<file path="config.mk">
export PLATFORM = sky130hd
export DESIGN_NAME = pattern_scanner_flat
export DESIGN_NICKNAME = d
export VERILOG_FILES = /design/src/rtl/qr_pkg.sv /design/src/rtl/pattern_scanner_if.sv /design/src/rtl/run_ratio_checker.sv /design/src/rtl/pattern_scanner.sv /design/src/flat_wrapper.sv
export SDC_FILE = /design/constraint.sdc
export NUM_CORES = 2
export LEC_CHECK = 0
export BUFFER_PORTS_ARGS = -buffer_cell sky130_fd_sc_hd__buf_2
export CORE_ASPECT_RATIO = 0.75
export CORE_MARGIN = 2
export CORE_UTILIZATION = 40
export CTS_CLUSTER_SIZE = 30
export DETAILED_ROUTE_END_ITERATION = 16
export SYNTH_ARGS = -nofsm -noshare
export SYNTH_HDL_FRONTEND = slang
export SYNTH_SLANG_ARGS = --single-unit
export TNS_END_PERCENT = 10
</file>
<file path="constraint.sdc">
create_clock -name clk_in -period 56.7 [get_ports clk_in]
set_input_delay 2.835 -clock clk_in [delete_from_list [all_inputs] [get_ports clk_in]]
set_output_delay 2.835 -clock clk_in [all_outputs]
set_load 0.02 [all_outputs]
</file>
<file path="src/rtl/qr_pkg.sv">
`default_nettype none
// ============================================================================
// Package : qr_pkg
// Shared frame geometry, run-window types, scan states and the finder-pattern
// ratio multipliers used by the pattern scanner and its ratio checker.
// Revision: 1.0
// ============================================================================
package qr_pkg;

    localparam int DEFAULT_WIDTH  = 480;
    localparam int DEFAULT_HEIGHT = 480;
    localparam int MAX_DIM        = 480;
    localparam int ADDR_W         = 20;
    localparam int RUN_W          = 9;
    localparam int NUM_RUNS       = 5;
    localparam int DRAIN_CYCLES   = 3;
    localparam int ARITH_W        = 16;
    localparam int MIN_TOTAL      = 7;

    // Finder pattern 1:1:3:1:1 tolerance window, expressed without division
    localparam int RATIO_UNIT     = 14;
    localparam int RATIO_UNIT_HI  = 3;
    localparam int RATIO_CTR      = 7;
    localparam int RATIO_CTR_LO   = 2;
    localparam int RATIO_CTR_HI   = 4;

    typedef logic [ADDR_W-1:0]                addr_t;
    typedef logic [RUN_W-1:0]                 run_len_t;
    typedef logic [ARITH_W-1:0]               arith_t;
    // Index 0 is the oldest run, index NUM_RUNS-1 the newest
    typedef logic [NUM_RUNS-1:0][RUN_W-1:0]   run_win_t;

    typedef enum logic [2:0] {
        IDLE      = 3'd0,
        ROW_SCAN  = 3'd1,
        ROW_DRAIN = 3'd2,
        COL_SCAN  = 3'd3,
        COL_DRAIN = 3'd4,
        DONE      = 3'd5
    } scan_state_t;

    typedef struct packed {
        logic     valid;
        logic     vert;
        logic     eol;
        run_len_t pos;
    } pix_tag_t;

endpackage
`default_nettype wire

</file>
<file path="src/rtl/pattern_scanner_if.sv">
`default_nettype none
// ============================================================================
// Interface : pattern_scanner_if
// Scan request, frame-buffer read port and finder-pattern result vectors.
// Revision: 1.0
// ============================================================================
interface pattern_scanner_if;
    import qr_pkg::*;

    logic               start;
    logic               pixel_reading;
    addr_t              address_reading;
    logic [MAX_DIM-1:0] horz_patterns;
    logic [MAX_DIM-1:0] vert_patterns;
    logic               start_cross;
    logic               busy;

    modport master (
        output start,
        output pixel_reading,
        input  address_reading,
        input  horz_patterns,
        input  vert_patterns,
        input  start_cross,
        input  busy
    );

    modport slave (
        input  start,
        input  pixel_reading,
        output address_reading,
        output horz_patterns,
        output vert_patterns,
        output start_cross,
        output busy
    );

endinterface
`default_nettype wire

</file>
<file path="src/rtl/run_ratio_checker.sv">
`default_nettype none
// ============================================================================
// Module  : run_ratio_checker
// Accepts a five-run window whose proportions match a 1:1:3:1:1 finder pattern.
// Revision: 1.0
// ============================================================================
module run_ratio_checker
    import qr_pkg::*;
(
    input  run_win_t i_runs,
    output logic     o_accept
);

    function automatic logic unit_ok(input arith_t total, input run_len_t r);
        arith_t scaled;
        scaled = arith_t'(RATIO_UNIT) * arith_t'(r);
        return (total <= scaled) && (scaled <= arith_t'(RATIO_UNIT_HI) * total);
    endfunction

    function automatic logic centre_ok(input arith_t total, input run_len_t c);
        arith_t scaled;
        scaled = arith_t'(RATIO_CTR) * arith_t'(c);
        return (arith_t'(RATIO_CTR_LO) * total <= scaled) &&
               (scaled <= arith_t'(RATIO_CTR_HI) * total);
    endfunction

    arith_t w_total;

    always_comb begin
        w_total = '0;
        for (int i = 0; i < NUM_RUNS; i++) begin
            w_total = w_total + arith_t'(i_runs[i]);
        end
    end

    assign o_accept = (w_total >= arith_t'(MIN_TOTAL))
                   && unit_ok(w_total, i_runs[0])
                   && unit_ok(w_total, i_runs[1])
                   && centre_ok(w_total, i_runs[2])
                   && unit_ok(w_total, i_runs[3])
                   && unit_ok(w_total, i_runs[4]);

endmodule
`default_nettype wire

</file>
<file path="src/rtl/pattern_scanner.sv">
`default_nettype none
// ============================================================================
// Module  : pattern_scanner
// Row-major then column-major frame scan that flags finder-pattern centres.
// Revision: 1.0
// ============================================================================
module pattern_scanner
    import qr_pkg::*;
#(
    parameter int WIDTH  = DEFAULT_WIDTH,
    parameter int HEIGHT = DEFAULT_HEIGHT
) (
    input  logic             clk_in,
    input  logic             rst_in,
    pattern_scanner_if.slave bus
);

    localparam run_len_t   X_LAST     = run_len_t'(WIDTH - 1);
    localparam run_len_t   Y_LAST     = run_len_t'(HEIGHT - 1);
    localparam addr_t      ROW_STRIDE = addr_t'(WIDTH);
    localparam logic [1:0] DRAIN_LAST = 2'(DRAIN_CYCLES - 1);
    localparam run_len_t   VEC_LIMIT  = run_len_t'(MAX_DIM);

    scan_state_t        state_q, state_d;
    run_len_t           x_q, x_d, y_q, y_d;
    addr_t              addr_q, addr_d;
    logic [1:0]         drain_q, drain_d;
    pix_tag_t           tag0, p1_q, p1_d, p2_q, p2_d;
    run_win_t           win_q, win_d;
    run_len_t           run_start_q, run_start_d;
    logic               run_white_q, run_white_d;
    logic [MAX_DIM-1:0] horz_q, horz_d, vert_q, vert_d;
    logic               start_cross_q, start_cross_d;
    logic               busy_q, busy_d;

    logic               pix;
    run_win_t           win_adv, eval_win;
    run_len_t           start_adv, eval_start, centre_idx;
    logic               eval_en, ratio_ok, hit;

    assign pix = bus.pixel_reading;

    // Window after absorbing the current pixel (extend newest run or shift)
    always_comb begin
        win_adv   = win_q;
        start_adv = run_start_q;
        if (win_q[NUM_RUNS-1] == '0 || pix != run_white_q) begin
            win_adv   = {run_len_t'(1), win_q[NUM_RUNS-1:1]};
            start_adv = p2_q.pos;
        end else begin
            win_adv[NUM_RUNS-1] = win_q[NUM_RUNS-1] + run_len_t'(1);
        end
    end

    // A white pixel closes the black run already in the window; a black pixel
    // at end-of-line closes the run it belongs to.
    assign eval_win   = pix ? win_q : win_adv;
    assign eval_start = pix ? run_start_q : start_adv;
    assign eval_en    = p2_q.valid &&
                        (pix ? (!run_white_q && win_q[NUM_RUNS-1] != '0) : p2_q.eol);
    assign centre_idx = eval_start - eval_win[3] - eval_win[2] + (eval_win[2] >> 1);
    assign hit        = eval_en && (eval_win[0] != '0) && ratio_ok &&
                        (centre_idx < VEC_LIMIT);

    run_ratio_checker u_ratio (
        .i_runs   (eval_win),
        .o_accept (ratio_ok)
    );

    always_comb begin
        state_d     = state_q;
        x_d         = x_q;
        y_d         = y_q;
        addr_d      = addr_q;
        drain_d     = drain_q;
        win_d       = win_q;
        run_start_d = run_start_q;
        run_white_d = run_white_q;
        horz_d      = horz_q;
        vert_d      = vert_q;

        tag0.valid = (state_q == ROW_SCAN) || (state_q == COL_SCAN);
        tag0.vert  = (state_q == COL_SCAN);
        tag0.eol   = tag0.vert ? (y_q == Y_LAST) : (x_q == X_LAST);
        tag0.pos   = tag0.vert ? y_q : x_q;
        p1_d       = tag0;
        p2_d       = p1_q;

        if (p2_q.valid) begin
            win_d       = win_adv;
            run_start_d = start_adv;
            run_white_d = pix;
            if (hit) begin
                if (p2_q.vert) vert_d[centre_idx] = 1'b1;
                else           horz_d[centre_idx] = 1'b1;
            end
            if (p2_q.eol) win_d = '0;
        end

        case (state_q)
            IDLE: begin
                if (bus.start) begin
                    state_d = ROW_SCAN;
                    x_d     = '0;
                    y_d     = '0;
                    addr_d  = '0;
                    win_d   = '0;
                    horz_d  = '0;
                    vert_d  = '0;
                end
            end
            ROW_SCAN: begin
                addr_d = addr_q + addr_t'(1);
                if (x_q == X_LAST) begin
                    x_d = '0;
                    if (y_q == Y_LAST) begin
                        state_d = ROW_DRAIN;
                        y_d     = '0;
                        addr_d  = '0;
                        drain_d = '0;
                    end else begin
                        y_d = y_q + run_len_t'(1);
                    end
                end else begin
                    x_d = x_q + run_len_t'(1);
                end
            end
            ROW_DRAIN: begin
                drain_d = drain_q + 2'd1;
                if (drain_q == DRAIN_LAST) begin
                    state_d = COL_SCAN;
                    drain_d = '0;
                end
            end
            COL_SCAN: begin
                if (y_q == Y_LAST) begin
                    y_d = '0;
                    if (x_q == X_LAST) begin
                        state_d = COL_DRAIN;
                        x_d     = '0;
                        addr_d  = '0;
                        drain_d = '0;
                    end else begin
                        x_d    = x_q + run_len_t'(1);
                        addr_d = addr_t'(x_q) + addr_t'(1);
                    end
                end else begin
                    y_d    = y_q + run_len_t'(1);
                    addr_d = addr_q + ROW_STRIDE;
                end
            end
            COL_DRAIN: begin
                drain_d = drain_q + 2'd1;
                if (drain_q == DRAIN_LAST) begin
                    state_d = DONE;
                    drain_d = '0;
                end
            end
            DONE:    state_d = IDLE;
            default: state_d = IDLE;
        endcase

        start_cross_d = (state_d == DONE);
        busy_d        = (state_d != IDLE);
    end

    always_ff @(posedge clk_in or posedge rst_in) begin
        if (rst_in) begin
            state_q       <= IDLE;
            x_q           <= '0;
            y_q           <= '0;
            addr_q        <= '0;
            drain_q       <= '0;
            p1_q          <= '0;
            p2_q          <= '0;
            win_q         <= '0;
            run_start_q   <= '0;
            run_white_q   <= 1'b1;
            horz_q        <= '0;
            vert_q        <= '0;
            start_cross_q <= 1'b0;
            busy_q        <= 1'b0;
        end else begin
            state_q       <= state_d;
            x_q           <= x_d;
            y_q           <= y_d;
            addr_q        <= addr_d;
            drain_q       <= drain_d;
            p1_q          <= p1_d;
            p2_q          <= p2_d;
            win_q         <= win_d;
            run_start_q   <= run_start_d;
            run_white_q   <= run_white_d;
            horz_q        <= horz_d;
            vert_q        <= vert_d;
            start_cross_q <= start_cross_d;
            busy_q        <= busy_d;
        end
    end

    assign bus.address_reading = addr_q;
    assign bus.horz_patterns   = horz_q;
    assign bus.vert_patterns   = vert_q;
    assign bus.start_cross     = start_cross_q;
    assign bus.busy            = busy_q;

endmodule
`default_nettype wire

</file>
<file path="src/flat_wrapper.sv">
// flat-port wrapper written by rule: the top's interface ports become plain ports
module pattern_scanner_flat import qr_pkg::*;
#(
    parameter int WIDTH  = DEFAULT_WIDTH,
    parameter int HEIGHT = DEFAULT_HEIGHT
)
  (clk_in, rst_in, bus_start, bus_pixel_reading, bus_address_reading, bus_horz_patterns, bus_vert_patterns, bus_start_cross, bus_busy);
  pattern_scanner_if bus_i ();
  input  logic clk_in;
  input  logic rst_in;
  input wire logic [$bits(bus_i.start)-1:0] bus_start;
  input wire logic [$bits(bus_i.pixel_reading)-1:0] bus_pixel_reading;
  output wire logic [$bits(bus_i.address_reading)-1:0] bus_address_reading;
  output wire logic [$bits(bus_i.horz_patterns)-1:0] bus_horz_patterns;
  output wire logic [$bits(bus_i.vert_patterns)-1:0] bus_vert_patterns;
  output wire logic [$bits(bus_i.start_cross)-1:0] bus_start_cross;
  output wire logic [$bits(bus_i.busy)-1:0] bus_busy;
  assign bus_i.start = bus_start;
  assign bus_i.pixel_reading = bus_pixel_reading;
  assign bus_address_reading = bus_i.address_reading;
  assign bus_horz_patterns = bus_i.horz_patterns;
  assign bus_vert_patterns = bus_i.vert_patterns;
  assign bus_start_cross = bus_i.start_cross;
  assign bus_busy = bus_i.busy;
  pattern_scanner #(.WIDTH(WIDTH), .HEIGHT(HEIGHT)) u_core (.clk_in(clk_in), .rst_in(rst_in), .bus(bus_i));
endmodule
</file>
# Yosys cells after proc, flatten, opt, wreduce, memory -nomap -nowiden
# Index checks and enable logic that the tools add are counted.
# word_totals
output_inout_bits	982
ff_bits	1084
in_bits	4
# op_classes
n_eq_ne	14
order_cmp	14
n_reduce_logical	31
n_bitwise	2
mux	51
multipliers	6
n_addsub	14
# op_table
op	count
2-to-1 mux 480 bit	10
bitwise OR 480 bit	2
2-to-1 mux 45 bit	5
2-to-1 mux 20 bit	5
2-to-1 mux 9 bit	9
multiplier 3 x 9 -> 12 bit, first input constant	5
one-hot mux 20 bit (3 select lines)	1
one-hot mux 9 bit (3 select lines)	2
<= comparator 13 bit	4
<= comparator 13 x 16 -> 1 bit	3
2-to-1 mux 36 bit	1
adder 9 x 1 -> 9 bit, second input constant	3
2-to-1 mux 3 bit	7
adder 20 x 1 -> 20 bit, second input constant	1
adder 20 x 9 -> 20 bit, second input constant	1
equality test 9 bit, second input constant	2
nonzero test 9 bit	2
subtractor 9 bit	2
logical AND 1 bit	16
<= comparator 12 x 15 -> 1 bit	1
<= comparator 13 x 15 -> 1 bit	1
multiplier 2 x 13 -> 15 bit, first input constant	1
one-hot mux 3 bit (5 select lines)	1
<= comparator 14 x 12 -> 1 bit	1
other kinds (30)	46

# Longest topological paths before layout
# logic_depth
depth_word	22
ltp_mapped	41
mapped_depth_nobuf	37

# Hierarchy
# Synthesis repeated with hierarchy kept, for this count alone.
# unflattened
cells_unflattened	5131
area_unflattened_um2	49965.4
# by_module_without_submodules
mod	cells_per_inst	area_per_inst_um2	instances
pattern_scanner	4287	42753.5	1
run_ratio_checker	844	7211.9	1

# Worst setup path after synthesis
# OpenSTA, ideal clock, no wires.
# synth_timing
path_kind	input to register
startpoint	in bus_pixel_reading
endpoint	reg u_core.vert_q[310], in the netlist u_core.bus.vert_patterns[310]
path_stages	38
arrival_ns	10.986
slack_ns	45.621
required_ns	56.607
cell_sequence	clkbuf_1 -> inv_1 -> clkbuf_1 -> clkbuf_1 -> and3_1 -> a21oi_1 -> inv_1 -> fa_1 -> inv_1 -> fa_1 -> fa_1 -> inv_1 -> ha_1 -> fa_1 -> and3_1 -> or3_1 -> and2_1 -> ha_1 -> [... 2 more ...] -> o211a_1 -> a311o_1 -> nor2_1 -> xor2_1 -> ha_1 -> and4_1 -> nand3_1 -> a311o_1 -> a211oi_1 -> a211o_1 -> o21ai_0 -> mux2i_1 -> a2111oi_4 -> nand3_2 -> buf_2 -> buf_6 -> buf_6 -> o31ai_2
# synth_via
elab_chain_len	22
# synth_lines
item	line	text
from (decl)	flat_wrapper.sv:12	input wire logic [$bits(bus_i.pixel_reading)-1:0] bus_pixel_reading;
!= test 1 bit	pattern_scanner.sv:47	if (win_q[NUM_RUNS-1] == '0 || pix != run_white_q) begin
logical OR 1 bit	pattern_scanner.sv:47	
2-to-1 mux 36 bit	pattern_scanner.sv:47	
2-to-1 mux 45 bit	pattern_scanner.sv:57	assign eval_win = pix ? win_q : win_adv;
adder 9 x 9 -> 10 bit	run_ratio_checker.sv:32	w_total = w_total + arith_t'(i_runs[i]);
adder 10 x 9 -> 11 bit	run_ratio_checker.sv:32	
adder 11 x 9 -> 12 bit	run_ratio_checker.sv:32	
adder 12 x 9 -> 13 bit	run_ratio_checker.sv:32	
[... 6 more ...]	-	
logical AND 1 bit	run_ratio_checker.sv:40	&& unit_ok(w_total, i_runs[3])
logical AND 1 bit	run_ratio_checker.sv:41	&& unit_ok(w_total, i_runs[4]);
logical AND 1 bit (2 in a row)	pattern_scanner.sv:62	assign hit = eval_en && (eval_win[0] != '0) && ratio_ok &&
2-to-1 mux 480 bit *	pattern_scanner.sv:93	if (hit) begin
2-to-1 mux 480 bit *	pattern_scanner.sv:89	if (p2_q.valid) begin
2-to-1 mux 480 bit	pattern_scanner.sv:102	if (bus.start) begin
2-to-1 mux 480 bit *	pattern_scanner.sv:100	case (state_q)
net u_core.vert_d[310]	pattern_scanner.sv:32	logic [MAX_DIM-1:0] horz_q, horz_d, vert_q, vert_d;
to (signal assigned)	pattern_scanner.sv:195	vert_q <= vert_d;
to (decl)	pattern_scanner.sv:32	
# The timed path passes the listed nets; every way through them passes the cells marked *.
# A chain may end at the register's enable or synchronous reset.

# Worst setup path after layout
# layout_timing
startpoint	in bus_pixel_reading
endpoint	reg u_core.vert_q[288], in the netlist u_core.bus.vert_patterns[288]
# The elaborated chain is that of the path after synthesis.

==> key figures <==
Synth
  • Cell area after synthesis: about 0.053 mm2
  • Synth top area share: 0.509
  • Async SR Flop Fraction: 1.00
  • Synth warn: 0
  • Syn avg cell area: approximately 9.7 um2
  • Netlist cell types: 92
  • Synth Register Bits: roughly 1100
  • Synth top area cells: dfrtp_1 (51%), nand2_1 (9.8%), o31ai_1 (9.1%), ha_1 (4.6%), fa_1 (3.3%)
  • Number of synthesized flops with an enable pin: 0
  • Synth cell count leaders: nand2_1 (1393), dfrtp_1 (1083), o31ai_1 (644), clkbuf_1 (377), o21ai_0 (317)
  • Most numerous cell in the Yosys netlist: nand2_1
  • Syn_nets: slightly below 6000
  • Syn Inst Count: approximately 5500
  • Top_reg_cell synth: dfrtp_1
  • Seq/Total Area, Yosys: 0.509
  • Synth area leader: dfrtp_1

Global routing
  • Vias in the first global route: approximately 45000
  • Initial antenna violation count: 4
  • Grt total ovfl: 0
  • First-pass GRT wire length: 312 mm
  • Largest net degree at the start of global routing: around 230
  • GRT Util Overall: 0.304

Power
  • Total power draw: approximately 4.3 mW
  • Peak supply drop: ~130 uV
  • Pleak: between 30 and 40 nW
  • Power Density: 67.1 mW/mm2

Clock network
  • Post-CTS setup buffers: 0
  • CTS Hold Buffers Added: 0
  • Worst-skew pair later-pin latency: between 0.7 and 0.8 ns
  • Root Driver: clkbuf_16
  • Bufs on Longest Clock Path: 3
  • Clk sinks: roughly 1100
  • CTS tree: yes
  • # resized after CTS: 0
  • H-tree levels: 3
  • Num CTS Buffers: 109
  • Clock Pin Slew Worst Setup and Hold Paths: roughly 0.060 ns

Critical path
  • Crit-path leading delay family: buffers and inverters
  • CP endpoint: u_core.bus.vert_patterns[288]
  • CP max stage cell: buf_4
  • Stages on the worst setup path: 36
  • Critical Path Source: bus_pixel_reading
  • Worst r2r dst: u_core.bus.vert_patterns[288]
  • Kind of critical path: in -> reg
  • FF-to-FF path depth: 39
  • CP arrival: 14.74 ns
  • Buf/Inv on CP: 8
  • Reg2Reg Setup Slack: between 40 and 50 ns
  • Crit. End Element: flip-flop
  • Crit path largest cell delay: between 0.7 and 0.8 ns
  • Critical Path RT: around 57 ns
  • Startpoint Class: primary input
  • Max FO, Critical Path: 195
  • Worst reg2reg path startpoint: u_core.win_q[37]

Hold path
  • Hold depth: 0
  • Worst hold path class: reg -> reg

Placed design
  • Pre-CTS setup slack: 41.84 ns
  • Placed Cells: roughly 8000
  • IO Port Bufs: 985
  • GP Congestion: around 0.94
  • DP Wirelength: ~150 mm

Routing
  • Via density: around 5.7
  • Routed WL: around 210 mm
  • Vias: around 46000
  • # DRC: 0
  • 1st-iter DRT viols: between 5000 and 6000
  • WL/cell: around 26 um
  • DRT Pass-1 Iters: 5
  • Routed Antenna Nets: 0

Floorplanning
  • Ports: a little under 1000
  • Core ar.: ~0.13 mm2
  • Die W: roughly 430 um
  • Die area: ~0.14 mm2
  • FP Rows: between 100 and 150
  • Initial Utilization: 0.405
  • Die Ht: around 320 um

Timing
  • Skew final: about 0.064 ns
  • Fmax achieved: around 70 MHz
  • Final hold violations: 0
  • RSZ-0062 raised after global routing: false
  • Slew margin rel.: -0.00594
  • Finish-stage setup viols: 0
  • Sum Neg Setup Slack: 0 ns
  • Fin crit share: 0.249
  • Fin worst setup slack: about 43 ns
  • Worst Tran Pin Value: 1.51 ns
  • Min Tclk post-route: about 14 ns
  • WHS: approximately 0.34 ns
  • Max-slew violation count: 24

Status
  • Failing checks: slew limit
  • Status: complete, but fails checks

Cells and area
  • Finished Layout Cells: a little over 8000
  • Layout Nets: 6518
  • Area grow syn2layout: 19.0%
  • Share of layout cells above drive strength 1: 0.228

Job
  • Max_cap viols: 0
-- worst min-delay path by stage --
stage | startpoint | endpoint | slack [ns]
after floorplan | u_core.p1_q[0] | u_core.p2_q[0] | 0.33
after global placement | u_core.p1_q[11] | u_core.p2_q[11] | 0.33
after detailed placement | u_core.p1_q[4] | u_core.p2_q[4] | 0.33
after CTS | u_core.p1_q[8] | u_core.p2_q[8] | 0.35
after global routing | u_core.p1_q[3] | u_core.p2_q[3] | 0.35
final | u_core.p1_q[3] | u_core.p2_q[3] | 0.34
-- report_power, final --
part | total, mW | internal (mW) | leakage, nW | switching, mW
Clock | 0.798 | 0.461 | 1.95 | 0.337
Combinational | 2.65 | 0.776 | 14.8 | 1.87
Sequential | 0.808 | 0.790 | 15.0 | 0.0177
Total | 4.25 | 2.03 | 31.8 | 2.22
-- metal layers --
layer | part of all wire | GRT usage | vias to the layer above
li1 | - | - | 20466
met1 | 0.42 | 0.414 | 23167
met2 | 0.46 | 0.468 | 1867
met3 | 0.072 | 0.0688 | 418
met4 | 0.045 | 0.126 | 2
met5 | 0.000033 | 0 | -
-- per-stage QoR --
stage               cell area [um2]   util
floorplan                     53300      -
CTS                           63400  0.482
global route                  63400  0.482
global placement              59400  0.451
detailed placement            59400  0.451
finish                        63400  0.482
-- cells in the final DEF, fill, tap and decap left out, types with 49 or more instances in the layout --
master	Yosys	layout
clkbuf_16	0	111
nand3_1	49	49
nor2_1	239	234
dfrtp_1	1083	1083
o31ai_1	644	644
fa_1	87	87
inv_1	230	229
buf_2	34	985
buf_4	1	79
nand2_1	1393	1364
a21o_1	60	60
ha_1	194	194
o31ai_2	100	100
xnor2_1	60	58
o21ai_0	317	317
a21oi_1	132	132
-- state kept, by name, indices dropped and copies added (netlist names) --
name / count
u_core.bus.horz_patterns: 480
u_core.bus.vert_patterns: 480
u_core.win_q: 45
u_core.bus.address_reading: 20
u_core.p1_q: 12
u_core.p2_q: 12
u_core.run_start_q: 9
u_core.x_q: 9
u_core.y_q: 9
u_core.state_q: 3
u_core.drain_q: 2
u_core.bus.busy: 1
u_core.bus.start_cross: 1
u_core.run_white_q: 1
-- worst register-to-register path: cells and delay by family (launching register included) --
kind	cells	cell delay [ns]
xor+xnor	1	0.47
flops	1	0.45
compound gates	9	2.87
simple gates	13	3.00
fa+ha+maj	8	2.94
buf+inv	8	3.06
-- logic make-up after synthesis --
family	synth area share
xor+xnor	0.0161
simple gates	0.143
buf+inv	0.0501
fa+ha+maj	0.0792
compound gates	0.197
mux	0.00496
flops	0.509
-- final cells by class --
type / instances / area (um2)
clock buffer: 157 / 3260
clock inverter: 49 / 698
timing repair buffer: 1067 / 5580
multi-input combinational: 3735 / 23600
antenna: 3 / 7.51
tap: 1755 / 2200
inverter: 236 / 893
sequential: 1084 / 27100
fill: 12481 / 68300
No activity file was read; power rests on OpenSTA's default activity.
